--- config.mk ---
export PLATFORM = sky130hd
export DESIGN_NAME = sp_mem_arbiter
export DESIGN_NICKNAME = d
export VERILOG_FILES = /design/src/rtl/sp_mem_arbiter.sv
export SDC_FILE = /design/constraint.sdc
export NUM_CORES = 1
export LEC_CHECK = 0
export ABC_AREA = 1
export BUFFER_PORTS_ARGS = -buffer_cell sky130_fd_sc_hd__buf_2
export CORE_AREA = 2 2 141 143
export DETAILED_ROUTE_END_ITERATION = 12
export DIE_AREA = 0 0 143 145
export HOLD_SLACK_MARGIN = 0.1
export PLACE_DENSITY = 0.53
export SLEW_MARGIN = 20
export SYNTH_ARGS = -nofsm -noshare
export SYNTH_HDL_FRONTEND = slang
export SYNTH_SLANG_ARGS = --single-unit
--- constraint.sdc ---
create_clock -name CLK -period 6.2 [get_ports CLK]
set_clock_uncertainty 0.2 [all_clocks]
set_input_delay 0.62 -clock CLK [delete_from_list [all_inputs] [get_ports CLK]]
set_output_delay 0.62 -clock CLK [all_outputs]
set_load 0.005 [all_outputs]
--- src/rtl/sp_mem_arbiter.sv ---
// Scratchpad memory-port arbiter: round-robin between load read bursts
// and store write bursts of ROWS beats each, with load back-pressure.
module sp_mem_arbiter #(
  parameter int WORD_W       = 32,
  parameter int BITS_PER_ROW = 64,
  parameter int ROWS         = 4,
  parameter int ROW_S_W      = 2,
  parameter int ROW_STRIDE   = 8
) (
  input  logic                    CLK,
  input  logic                    RST,
  input  logic                    ld_req,
  input  logic [WORD_W-1:0]       ld_addr,
  input  logic                    ld_stall,
  output logic                    ld_rvalid,
  output logic [BITS_PER_ROW-1:0] ld_rdata,
  output logic [ROW_S_W-1:0]      ld_row,
  output logic                    ld_done,
  input  logic                    st_req,
  input  logic [WORD_W-1:0]       st_addr,
  input  logic [BITS_PER_ROW-1:0] st_wdata,
  output logic                    st_wready,
  output logic [ROW_S_W-1:0]      st_row,
  output logic                    st_done,
  output logic                    mem_ren,
  output logic                    mem_wen,
  output logic [WORD_W-1:0]       mem_addr,
  output logic [BITS_PER_ROW-1:0] mem_wdata,
  input  logic [BITS_PER_ROW-1:0] mem_rdata,
  input  logic                    mem_ready
);

  typedef enum logic [1:0] {
    IDLE,
    LOAD,
    STORE
  } state_e;

  state_e              state_q, state_d;
  logic [ROW_S_W-1:0]  beat_q, beat_d;
  logic [WORD_W-1:0]   base_q, base_d;
  logic                last_st_q, last_st_d;
  logic                last_beat;
  logic [WORD_W-1:0]   beat_addr;

  assign last_beat = (beat_q == ROW_S_W'(ROWS - 1));
  assign beat_addr = base_q
                   + WORD_W'(beat_q) * WORD_W'(ROW_STRIDE);

  always_ff @(posedge CLK) begin
    if (RST) begin
      state_q   <= IDLE;
      beat_q    <= '0;
      base_q    <= '0;
      last_st_q <= 1'b1;
    end else begin
      state_q   <= state_d;
      beat_q    <= beat_d;
      base_q    <= base_d;
      last_st_q <= last_st_d;
    end
  end

  always_comb begin
    state_d   = state_q;
    beat_d    = beat_q;
    base_d    = base_q;
    last_st_d = last_st_q;
    ld_rvalid = 1'b0;
    ld_rdata  = '0;
    ld_row    = '0;
    ld_done   = 1'b0;
    st_wready = 1'b0;
    st_row    = '0;
    st_done   = 1'b0;
    mem_ren   = 1'b0;
    mem_wen   = 1'b0;
    mem_addr  = '0;
    mem_wdata = '0;
    case (state_q)
      IDLE: begin
        // last_st_q breaks ties toward whoever was not served last
        if (ld_req && (!st_req || last_st_q)) begin
          state_d = LOAD;
          base_d  = ld_addr;
          beat_d  = '0;
        end else if (st_req) begin
          state_d = STORE;
          base_d  = st_addr;
          beat_d  = '0;
        end
      end
      LOAD: begin
        mem_ren  = ~ld_stall;
        mem_addr = beat_addr;
        ld_row   = beat_q;
        if (!ld_stall && mem_ready) begin
          ld_rvalid = 1'b1;
          ld_rdata  = mem_rdata;
          if (last_beat) begin
            ld_done   = 1'b1;
            state_d   = IDLE;
            last_st_d = 1'b0;
          end else begin
            beat_d = beat_q + ROW_S_W'(1);
          end
        end
      end
      STORE: begin
        mem_wen   = 1'b1;
        mem_addr  = beat_addr;
        mem_wdata = st_wdata;
        st_row    = beat_q;
        st_wready = mem_ready;
        if (mem_ready) begin
          if (last_beat) begin
            st_done   = 1'b1;
            state_d   = IDLE;
            last_st_d = 1'b1;
          end else begin
            beat_d = beat_q + ROW_S_W'(1);
          end
        end
      end
      default: state_d = IDLE;
    endcase
  end

endmodule

==> metrics.csv <==
stage,metric,value,unit
logic_synthesis,ys_ff_latch,37,
cts,cts.clk_slew.worst_paths,0.06,ns
cts,root_buffer,clkbuf_16,
global_routing,grt_pass1_wl,29800,um
floorplanning,rows,51,
timing,period_minus_slack,3.29,ns
critical_path,path_buf_inv,3,
cts,cts_tree,yes,
pwr,p_seq_share,22.6,%
global_routing,use_met1,20.2,%
cts,cts-buffers-inserted,5,
global_routing,busiest_layer,met2,
routing,ant_nets,0,
floorplanning,coreArea,19200,sq um
finish,fin_nets,1351,
critical_path,reg2reg_from,last_st_q,
logic_synthesis,async_reset_ff_share,0,%
floorplanning,dieArea,20700,sq um
timing,fin_crit_sh,53.0,%
critical_path,crit_chain,inv_1 -> ha_1 -> inv_1 -> a21oi_1 -> buf_2,
global_routing,track_usage,18.7,%
critical_path,worstRegToRegCells,7,
critical_path,cp_slowest_stage_delay,0.80,ns
timing,drv_slew,0,
floorplanning,die_x,143,um
cts,numClockSinks,37,
global_routing,grt_pass1_vias,5403,
run_status,status,finished clean,
pwr,power_density,296,nW/um^2
critical_path,r2r_slack,3.39,ns
hold_path,holdPathEnd,last_st_q,
floorplanning,die_h,145,um
place,gp_congestion,0.890,
critical_path,cp.arrival,2.47,ns
pwr,finalPower,1.83,mW
global_routing,use_met2,34.6,%
hold_path,holdCritStartpoint,last_st_q,
critical_path,cp-start-kind,flip-flop,
critical_path,endpoint_kind,primary output,
routing,vias,5789,
global_routing,grt_antenna_before_repair,11,
logic_synthesis,syn-num-nets,1015,
timing,hold_viol,0,
pwr,irDropWorstVdd,0.000191,V
pwr,swShare,51.2,%
place,port_buffers,367,
critical_path,critical_path.top_delay_family,adder cells,
pwr,leakagePower,3.99,nW
pwr,power_switching,0.939,mW
routing,drt_iter0_drc,207,
routing,drc,0,
cts,post_cts_resized,0,
place,dpl.cell_count,1403,
timing,rsz0062_at_grt,no,
place,place_hpwl,17100,um
critical_path,critPathRequiredTime,5.38,ns
routing,wl_per_cell,14.5,um
finish,layout-drive-gt1-share,35.8,%
timing,setup_violations,0,
cts,h-tree-depth,2,
pwr,power.internal,0.894,mW
pwr,power_frac_comb,62.2,%
logic_synthesis,synth_edf_count,0,
floorplanning,ios,368,
finish,fin_cells,1419,
cts,cts_setup_buffers,0,
global_routing,grt_max_degree,71,
routing,first_pass_iters,4,
logic_synthesis,ys_types,28,
critical_path,r2r_end,base_q[26],
logic_synthesis,synth_ff_type,dfxtp_1,
routing,wirelength,20600,um
logic_synthesis,netlist_area,4040,sq um
critical_path,crit_fanout,21,
cts,cts.path.max_buffers,2,
finish,area_growth,53.5,%
cts,cts_hold_buf,0,
floorplanning,start_util,21.0,%
hold_path,min_path_cells,2,
hold_path,hold_path.class,flip-flop to flip-flop,
routing,viasPerCell,4.08,
critical_path,cp_common_cell,inv_1,
pwr,clockPowerShare,15.2,%
logic_synthesis,syn_inst,809,
critical_path,crit_path_top_delay_cell,ha_1,
logic_synthesis,synth_seq_area_share,18.3,%
finish,final_core_util,32.3,%
job,max_cap_viol_count,0,
cts,clock_latency,0.28,ns
timing,maxSlewHeadroom,26.8,%
global_routing,overflow,0,
critical_path,crit_type,flip-flop to primary output,
timing,finalSetupTns,0,ns
global_routing,met3_usage,3.89,%
timing,fmaxAchievable,304,MHz
timing,max_slew.worst_pin.slew,1.10,ns
place,dp_slack,2.97,ns
timing,worst_slack,2.91,ns
logic_synthesis,synth_warnings,0,
logic_synthesis,synth_area_per_cell,4.99,sq um
power by group through the flow:
stage          registers [mW]  logic [mW]  clock network (mW)
6_report                0.415        1.14               0.278
5_1_grt                 0.428        1.31               0.293
4_1_cts                 0.415        1.16               0.285
3_5_place_dp            0.420        1.16                   0
3_3_place_gp            0.418        1.15                   0
2_1_floorplan           0.384       0.728                   0
Yosys cell counts, types with 2 or more instances:
cell type	instances	area, sq um
inv_2	5	18.8
xor2_1	3	26.3
buf_2	25	125
nand2_2	5	31.3
nor2_2	11	68.8
nand2_4	2	22.5
ha_1	7	87.6
inv_1	104	390
dfxtp_1	37	741
o21ai_1	2	10.0
nand3_1	15	75.1
nor2_1	185	694
o21ai_0	38	190
xnor2_1	2	17.5
clkbuf_1	11	41.3
buf_6	3	33.8
a21oi_1	19	95.1
nand2_1	320	1200
nor2_4	6	67.6
final cells by class:
| cell class | count | area, sq um |
|---|---|---|
| well taps | 265 | 332 |
| repair buffers | 368 | 1840 |
| diodes | 8 | 20.0 |
| clock buffers | 7 | 153 |
| clock inverters | 1 | 8.76 |
| fillers | 2263 | 13000 |
| flip-flops and latches | 37 | 741 |
| inverters | 109 | 409 |
| multi-input cells | 624 | 2690 |
worst register-to-register path, cell delays in order, from the launching register on:
cell	delay [ns]
dfxtp_1	0.32
inv_1	0.04
nand2_1	0.09
nand2_4	0.24
a21boi_4	0.73
inv_1	0.71
nor2_1	0.30
nor2_1	0.07
cells by family after synthesis:
kind of cell             synth area share (%)
adder cells (fa/ha/maj)                  2.66
AND/OR/NAND/NOR                          54.5
XOR/XNOR                                 1.08
buffers and inverters                    15.1
AO/OA/AOI/OAI                            8.33
flip-flops                               18.3
per-layer routing:
metal  part of all wire, %  vias up
met5                 0.053        -
met4                   2.6        2
met3                   7.1       29
met2                    51      221
met1                    39     2476
li1                      -     3061
metrics by stage:
stage | instance area (sq um) | hold slack (ns)
6_report | 6200 | 0.245
5_1_grt | 6190 | 0.274
4_1_cts | 6180 | 0.248
3_5_place_dp | 6020 | 0.234
3_3_place_gp | 6020 | 0.234
2_1_floorplan | 4040 | 0.219
worst max path at each step:
stage	startpoint	to	slack, ns	cells after the start
6_report	state_q[0]	mem_addr[30]	2.91	5
5_1_grt	state_q[0]	mem_addr[30]	2.67	5
4_1_cts	state_q[0]	mem_addr[30]	2.87	5
3_5_place_dp	st_req	base_q[26]	2.97	7
3_3_place_gp	st_req	base_q[20]	3.02	7
2_1_floorplan	beat_q[0]	mem_addr[15]	3.75	8
state kept, by name, summed over array words and instances, names as in the netlist:
name       flops
base_q        32
beat_q         2
last_st_q      1
state_q        2
placed cells by master, fill, tap and decap left out:
master	instances
nand3_1	15
inv_6	1
nor2_2	11
clkbuf_8	2
nand2_1	320
o21ai_1	2
inv_1	103
xnor2_1	2
and2_1	1
buf_4	1
ha_1	6
o2111ai_1	1
o21bai_1	1
xor2_1	3
o21ai_0	38
nand2_2	5
a21boi_4	1
dfxtp_1	37
nor2_1	185
ha_2	1
a31oi_1	1
inv_2	6
fa_1	1
buf_2	367
nor2_8	1
nor2_4	6
a21oi_1	19
nand3_2	1
nand2_4	2
nor3_1	1
clkbuf_16	5
diode_2	8
No activity file was read; power rests on OpenSTA's default activity.
